==> src/rtl/fetch_stage.sv <==
// IF stage: PC register, next-PC selection, IM addressing, fetch address
// checks and delay-slot tagging. Outputs feed the IF/ID register directly.
module fetch_stage #(
  parameter logic [31:0] RESET_PC  = 32'h0000_3000,
  parameter logic [31:0] EXC_ENTRY = 32'h0000_4180,
  parameter logic [31:0] IM_BASE   = 32'h0000_3000,
  parameter int unsigned IM_WORDS  = 4096
) (
  input  logic        Clk,
  input  logic        Reset,
  input  logic        PCEn,
  input  logic        IntReq,
  input  logic        EretD,
  input  logic [31:0] EPC,
  input  logic        BranchTakenD,
  input  logic [31:0] BranchTargetD,
  input  logic        JumpD,
  output logic [11:0] IMAddr,
  input  logic [31:0] IMData,
  output logic [31:0] PCF,
  output logic [31:0] PC4F,
  output logic [31:0] InstrF,
  output logic        BDF,
  output logic [4:0]  ExcCodeF
);

  // Byte offset of the last legal word relative to IM_BASE.
  localparam logic [31:0] IM_SPAN_LAST = 32'(IM_WORDS * 4) - 32'd4;
  localparam logic [4:0]  EXC_ADEL     = 5'd4;

  typedef enum logic [2:0] {
    SEL_RESET,
    SEL_EXC,
    SEL_HOLD,
    SEL_ERET,
    SEL_BRANCH,
    SEL_SEQ
  } pc_sel_e;

  logic [31:0] pc_q, pc_d;
  logic [31:0] pc_plus4;
  logic [31:0] pc_off;
  logic        fetch_fault;
  pc_sel_e     pc_sel;

  assign pc_plus4 = pc_q + 32'd4;

  // Next-PC source, highest priority first; IntReq overrides a stall.
  always_comb begin
    pc_sel = SEL_SEQ;
    if (Reset)             pc_sel = SEL_RESET;
    else if (IntReq)       pc_sel = SEL_EXC;
    else if (!PCEn)        pc_sel = SEL_HOLD;
    else if (EretD)        pc_sel = SEL_ERET;
    else if (BranchTakenD) pc_sel = SEL_BRANCH;
  end

  // Next-PC value for the selected source.
  always_comb begin
    pc_d = pc_plus4;
    case (pc_sel)
      SEL_RESET:  pc_d = RESET_PC;
      SEL_EXC:    pc_d = EXC_ENTRY;
      SEL_HOLD:   pc_d = pc_q;
      SEL_ERET:   pc_d = EPC;
      SEL_BRANCH: pc_d = BranchTargetD;
      default:    pc_d = pc_plus4;
    endcase
  end

  // PC register; reset is folded into the select above (synchronous).
  always_ff @(posedge Clk) begin
    pc_q <= pc_d;
  end

  // Fetch address check. Offsets below IM_BASE wrap to large values, so a
  // single unsigned compare on the offset covers both range bounds.
  always_comb begin
    pc_off      = pc_q - IM_BASE;
    fetch_fault = (pc_q[1:0] != 2'b00) || (pc_off > IM_SPAN_LAST);
  end

  assign IMAddr   = pc_off[13:2];
  assign PCF      = pc_q;
  assign PC4F     = pc_plus4;
  assign InstrF   = fetch_fault ? '0 : IMData;
  assign ExcCodeF = fetch_fault ? EXC_ADEL : 5'd0;
  assign BDF      = JumpD;

endmodule
==> config.mk <==
export PLATFORM = sky130hd
export DESIGN_NAME = fetch_stage
export DESIGN_NICKNAME = d
export VERILOG_FILES = /design/src/rtl/fetch_stage.sv
export SDC_FILE = /design/constraint.sdc
export NUM_CORES = 1
export LEC_CHECK = 0
export CAP_MARGIN = 10
export CORE_MARGIN = 4
export CORE_UTILIZATION = 38
export DETAILED_ROUTE_END_ITERATION = 10
export GPL_ROUTABILITY_DRIVEN = 0
export PLACE_DENSITY = 0.93
export SETUP_SLACK_MARGIN = 0.2
export SLEW_MARGIN = 30
export SYNTH_ARGS = -nofsm -noshare
export SYNTH_HDL_FRONTEND = slang
export SYNTH_SLANG_ARGS = --single-unit
export TNS_END_PERCENT = 30
==> constraint.sdc <==
create_clock -name Clk -period 6.1 [get_ports Clk]
set_input_delay 0.915 -clock Clk [delete_from_list [all_inputs] [get_ports Clk]]
set_output_delay 0.915 -clock Clk [all_outputs]
set_load 0.005 [all_outputs]
==> flow_metrics.env, run 1 <==
export IMPL_hold_viol=0
export IMPL_multi_input_area_mm2=0.00172
export IMPL_crit_path_end_kind="output port"
export IMPL_avgSynthCellArea_um2=9.36
export IMPL_ys_top_cells_by_area="edfxtp_1 (32%), and4_1 (9.4%), a22o_1 (5.9%)"
export IMPL_netlist_area_mm2=0.00299
export IMPL_synth_cell_type_count=50
export IMPL_ios=217
export IMPL_p_leak_nw=2.05
export IMPL_power_density_mw_per_mm2=144
export IMPL_cts_root_buf="clkbuf_8"
export IMPL_dieArea_mm2=0.00934
export IMPL_dp_final_hpwl_um=8850
export IMPL_tightest_slew_ns=0.822
export IMPL_slowest_stage="nor3_4"
export IMPL_vias=3426
export IMPL_crit_type="reg2out"
export IMPL_grt_overflow_total=0
export IMPL_row_count=32
export IMPL_clkLatencyLatePin_ns=0.30
export IMPL_dr_pass1_iters=6
export IMPL_dr_first_iter_drc_count=318
export IMPL_rsz0062_at_grt="no"
export IMPL_drc=0
export IMPL_syn_inst=319
export IMPL_fmax_mhz=233
export IMPL_path_clk_slew_ns=0.08
export IMPL_die_w_um=96.7
export IMPL_crit_required_ns=5.18
export IMPL_cts_inserted_buffers=5
export IMPL_async_flop_share_pct=0
export IMPL_hold_class="reg2reg"
export IMPL_status="completed"
export IMPL_pre_cts_slack_ns=2.17
export IMPL_via_per_inst=5.70
export IMPL_relSlewSlack_pct=45.0
export IMPL_core_area_mm2=0.00769
export IMPL_syn_to_final_growth_pct=69.5
export IMPL_start_util_pct=38.9
export IMPL_worst_slack_ns=1.80
export IMPL_fin_crit_sh_pct=70.5
export IMPL_cp_start_kind="flip-flop"
export IMPL_ys_flop_type="edfxtp_1"
export IMPL_yosysSeqAreaShare_pct=32.2
export IMPL_synthTopCellsByCount="and4_1 (32), edfxtp_1 (32), a21o_1 (20), a22o_1 (20), nand2_1 (20)"
export IMPL_cpPeakStageDelay_ns=0.71
export IMPL_cts_hold_buf=0
export IMPL_synth_edf_count=32
export IMPL_critPathMaxFanout=33
export IMPL_arrival_ns=3.38
export IMPL_synth_top_area_cell="edfxtp_1"
export IMPL_cts_max_level=2
export IMPL_ant_nets=0
export IMPL_grt_pass1_wl_um=17200
export IMPL_post_route_min_period_ns=4.30
export IMPL_ir_worst_vdd_mv=0.137
export IMPL_report_final_slew_viol_count=0
export IMPL_setup_violations_final=0
export IMPL_n_fill_cell=623
export IMPL_first_global_vias=3338
export IMPL_nets=604
export IMPL_crit_chain="nor4_4 > a31oi_1 > a311o_1 > nor3_4 > and4_2 > clkdlybuf4s50_1"
export IMPL_antenna_cells=0
export IMPL_antenna_found_initial=0
export IMPL_cts_tree="yes"
export IMPL_yosysTopAreaCellShare_pct=32.2
export IMPL_worst_path_buf_inv=1
export IMPL_port_buffers=210
export IMPL_track_usage_pct=22.5
export IMPL_drive_above_1_share_pct=5.01
export IMPL_cts_max_path_buffers=2
export IMPL_ys_ff_latch=32
export IMPL_die_h_um=96.7
export IMPL_grt_max_degree=34
export IMPL_fin_tns_setup_ns=0
export IMPL_cts_repair_resized=0
export IMPL_largest_reg_flops=32
export IMPL_wl_per_cell_um=18.6
export IMPL_finalClockSkew_ns=0.00905
export IMPL_crit_family="simple AND/OR/NAND/NOR gates"
export IMPL_seqCellArea_um2=961
export IMPL_ys_warn_count=0
export IMPL_drt_wl_total_um=11200
export IMPL_maxCapViolCount=0
export IMPL_post_cts_buffers=0
export IMPL_total_power_mw=0.730
export IMPL_clock_sinks=32
==> path summary, 6_finish.rpt <==
check,slack [ns],depth (start not counted),endpoint,start
setup / recovery,1.80,6,InstrF[1],PCF[18]$_DFFE_PP_
setup reg to reg,3.61,6,PCF[26]$_DFFE_PP_,PCF[12]$_DFFE_PP_
hold / removal,0.80,3,PCF[10]$_DFFE_PP_,PCF[10]$_DFFE_PP_
hold reg to reg,0.80,3,PCF[10]$_DFFE_PP_,PCF[10]$_DFFE_PP_
==> report_power, final <==
part	internal (mW)	switching (mW)
combinational	0.164	0.102
clock	0.0788	0.0902
sequential	0.261	0.0338
total	0.504	0.226
==> cell type report <==
class | count | share of cell area [%]
Sequential cell | 32 | 19.0
Inverter | 14 | 1.04
Tap cell | 102 | 2.52
Multi-Input combinational cell | 233 | 33.9
Clock inverter | 3 | 0.371
Timing Repair Buffer | 212 | 41.8
Clock buffer | 5 | 1.36
==> cell families after synthesis <==
logic type / share of synthesized area, %
AOI/OAI and AO/OA: 19.1
xor gates and xnor gates: 8.21
adders and majority gates: 1.26
buffers and inverters: 10.8
DFF: 32.2
muxes: 0.335
other: 0.126
and+or+nand+nor: 28.0
==> cell usage in the layout (no fill, tap or decap), drive strengths merged, types with 13 or more instances in the layout <==
cell type / count
xor2: 16
inv: 14
and4: 36
a22o: 20
nand2: 20
clkdlybuf4s50: 210
nand3: 13
edfxtp: 32
a21o: 20
==> worst min-delay path, cell delays in order, from the launching register on <==
cell,delay [ns]
edfxtp_1,0.43
xnor2_1,0.16
nand2_1,0.05
nand2_1,0.05
==> layer usage <==
layer	track usage [%]	wire length, µm
met2	42.0	5780
met1	24.2	4040
met3	6.13	1120
met5	0	0
met4	7.56	263
==> stage by stage <==
step | instances | utilization, % | hold slack [ns] | cell area (µm²)
6_report | 601 | 65.9 | 0.803 | 5060
5_1_grt | 601 | 65.9 | 0.850 | 5060
2_1_floorplan | 322 | - | 0.719 | 3000
4_1_cts | 601 | 65.9 | 0.806 | 5060
3_3_place_gp | 593 | 64.7 | 0.787 | 4970
3_5_place_dp | 593 | 64.7 | 0.783 | 4970
Note: power is estimated with default switching activity, not from simulation.
==> run 2: changes to the inputs <==
--- a/config.mk
+++ b/config.mk
@@ -7,10 +7,10 @@
 export LEC_CHECK = 0
 export CAP_MARGIN = 10
 export CORE_MARGIN = 4
-export CORE_UTILIZATION = 38
+export CORE_UTILIZATION = 32
 export DETAILED_ROUTE_END_ITERATION = 10
 export GPL_ROUTABILITY_DRIVEN = 0
-export PLACE_DENSITY = 0.93
+export PLACE_DENSITY = 0.84
 export SETUP_SLACK_MARGIN = 0.2
 export SLEW_MARGIN = 30
 export SYNTH_ARGS = -nofsm -noshare
==> constraint.sdc (replaced) <==
create_clock -name Clk -period 3.85 [get_ports Clk]
set_input_delay 0.5775 -clock Clk [delete_from_list [all_inputs] [get_ports Clk]]
set_output_delay 0.5775 -clock Clk [all_outputs]
set_load 0.005 [all_outputs]
==> flow_metrics.env, run 2 (synthesis gave the netlist of run 1 again) <==
export IMPL_track_usage_pct=20.0
export IMPL_ir_worst_vdd_mv=0.161
export IMPL_arrival_ns=2.95
export IMPL_grt_pass1_wl_um=17900
export IMPL_p_leak_nw=2.14
export IMPL_nets=621
export IMPL_row_count=34
export IMPL_layout_common_cells="clkdlybuf4s50_1 (210), edfxtp_1 (32), and4_1 (32), a22o_1 (20), a21o_1 (20)"
export IMPL_dr_first_iter_drc_count=321
export IMPL_rsz0062_at_grt="no"
export IMPL_cts_hold_buf=0
export IMPL_crit_type="reg2out"
export IMPL_clkLatencyLatePin_ns=0.29
export IMPL_placed_cells=603
export IMPL_dp_final_hpwl_um=9140
export IMPL_cts_root_buf="clkbuf_8"
export IMPL_cp_start_kind="flip-flop"
export IMPL_multi_input_area_mm2=0.00172
export IMPL_core_area_mm2=0.00889
export IMPL_power_density_mw_per_mm2=226
export IMPL_dr_pass1_iters=5
export IMPL_crit_path_end="InstrF[13]"
export IMPL_maxCapViolCount=0
export IMPL_n_fill_cell=735
export IMPL_cts_inserted_buffers=5
export IMPL_rr_worst_depth=6
export IMPL_cts_max_level=2
export IMPL_syn_to_final_growth_pct=74.3
export IMPL_wl_met1_um=4370
export IMPL_antenna_found_initial=0
export IMPL_via_per_inst=5.56
export IMPL_wl_per_cell_um=18.9
export IMPL_startpoint="PCF[16]$_DFFE_PP_"
export IMPL_dieArea_mm2=0.0109
export IMPL_grt_max_degree=34
export IMPL_crit_path_end_kind="output port"
export IMPL_drt_wl_total_um=11800
export IMPL_final_common_cell="clkdlybuf4s50_1"
export IMPL_cts_tree="yes"
export IMPL_report_final_slew_viol_count=0
export IMPL_path_clk_slew_ns=0.07
export IMPL_dr_wl_met2_um=5890
export IMPL_clock_sinks=32
export IMPL_first_global_vias=3438
export IMPL_fin_cells=623
export IMPL_die_h_um=105
export IMPL_fin_crit_sh_pct=91.7
export IMPL_start_util_pct=33.6
export IMPL_largest_reg_flops=32
export IMPL_top_layer="met4"
export IMPL_r2r_end="PCF[30]$_DFFE_PP_"
export IMPL_fmax_mhz=283
export IMPL_ios=217
export IMPL_port_buffers=210
export IMPL_finalClockSkew_ns=0.00838
export IMPL_route_met3_wl_um=1240
export IMPL_hold_depth=3
export IMPL_hold_viol=0
export IMPL_grt_overflow_total=0
export IMPL_critPathMaxFanout=33
export IMPL_crit_required_ns=3.27
export IMPL_setup_violations_final=0
export IMPL_hold_class="reg2reg"
export IMPL_seqCellArea_um2=961
export IMPL_ant_nets=0
export IMPL_vias=3463
export IMPL_post_route_min_period_ns=3.53
export IMPL_drive_above_1_share_pct=7.96
export IMPL_die_w_um=105
export IMPL_drc=0
export IMPL_reg2reg_setup_slack_ns=1.46
export IMPL_status="completed"
export IMPL_fin_tns_setup_ns=0
export IMPL_r2r_start="PCF[14]$_DFFE_PP_"
export IMPL_antenna_cells=0
export IMPL_cts_max_path_buffers=2
## run 2: worst min path at each step
stage,from,end,slack (ns)
global route,PCF[10]$_DFFE_PP_,PCF[10]$_DFFE_PP_,0.86
finish,PCF[10]$_DFFE_PP_,PCF[10]$_DFFE_PP_,0.81
detailed placement,PCF[10]$_DFFE_PP_,PCF[10]$_DFFE_PP_,0.78
floorplan,PCF[2]$_DFFE_PP_,PCF[2]$_DFFE_PP_,0.72
CTS,PCF[10]$_DFFE_PP_,PCF[10]$_DFFE_PP_,0.80
global placement,PCF[10]$_DFFE_PP_,PCF[10]$_DFFE_PP_,0.78
## run 2: power by group
group,internal [mW],leakage (nW),switching (mW)
logic,0.280,1.73,0.174
registers,0.414,0.365,0.0522
clock network,0.122,0.0400,0.133
## run 2: area by class of cell
class                   count  area share (%)
repair buffers            229            43.3
multi-input cells         233            33.1
flip-flops and latches     32            18.5
well taps                 108            2.60
clock buffers               5            1.32
inverters                  14            1.01
clock inverters             2           0.240
## run 2: repair_timing
action | in CTS | in global routing
resized for setup | 0 | 4
endpoints found under the setup margin | 0 | 33
buffers inserted | 0 | 13
## run 2: worst max-delay path, stage by stage, from the launching register on
cell,delay [ns]
edfxtp_1,0.52
nor4_4,0.46
buf_4,0.19
nand3_1,0.07
o22a_2,0.22
a211oi_2,0.21
buf_6,0.24
and4_1,0.22
clkdlybuf4s50_1,0.52
## run 2: through the flow
step	hold WS, ns	utilization [%]	cell area, µm²	power (mW)	setup WS, ns
finish	0.807	58.5	5200	1.18	0.318
global route	0.860	58.5	5200	1.23	0.194
CTS	0.800	57.3	5090	1.15	0.232
detailed placement	0.784	56.3	5010	0.897	0.557
global placement	0.777	56.3	5010	0.889	0.647
floorplan	0.719	-	3000	0.642	1.21
## run 2: metal layers
| layer | track usage (%) | up-vias |
|---|---|---|
| li1 | - | 1603 |
| met1 | 22.2 | 1612 |
| met2 | 36.0 | 217 |
| met3 | 6.41 | 31 |
| met4 | 6.65 | 0 |
| met5 | 0 | - |
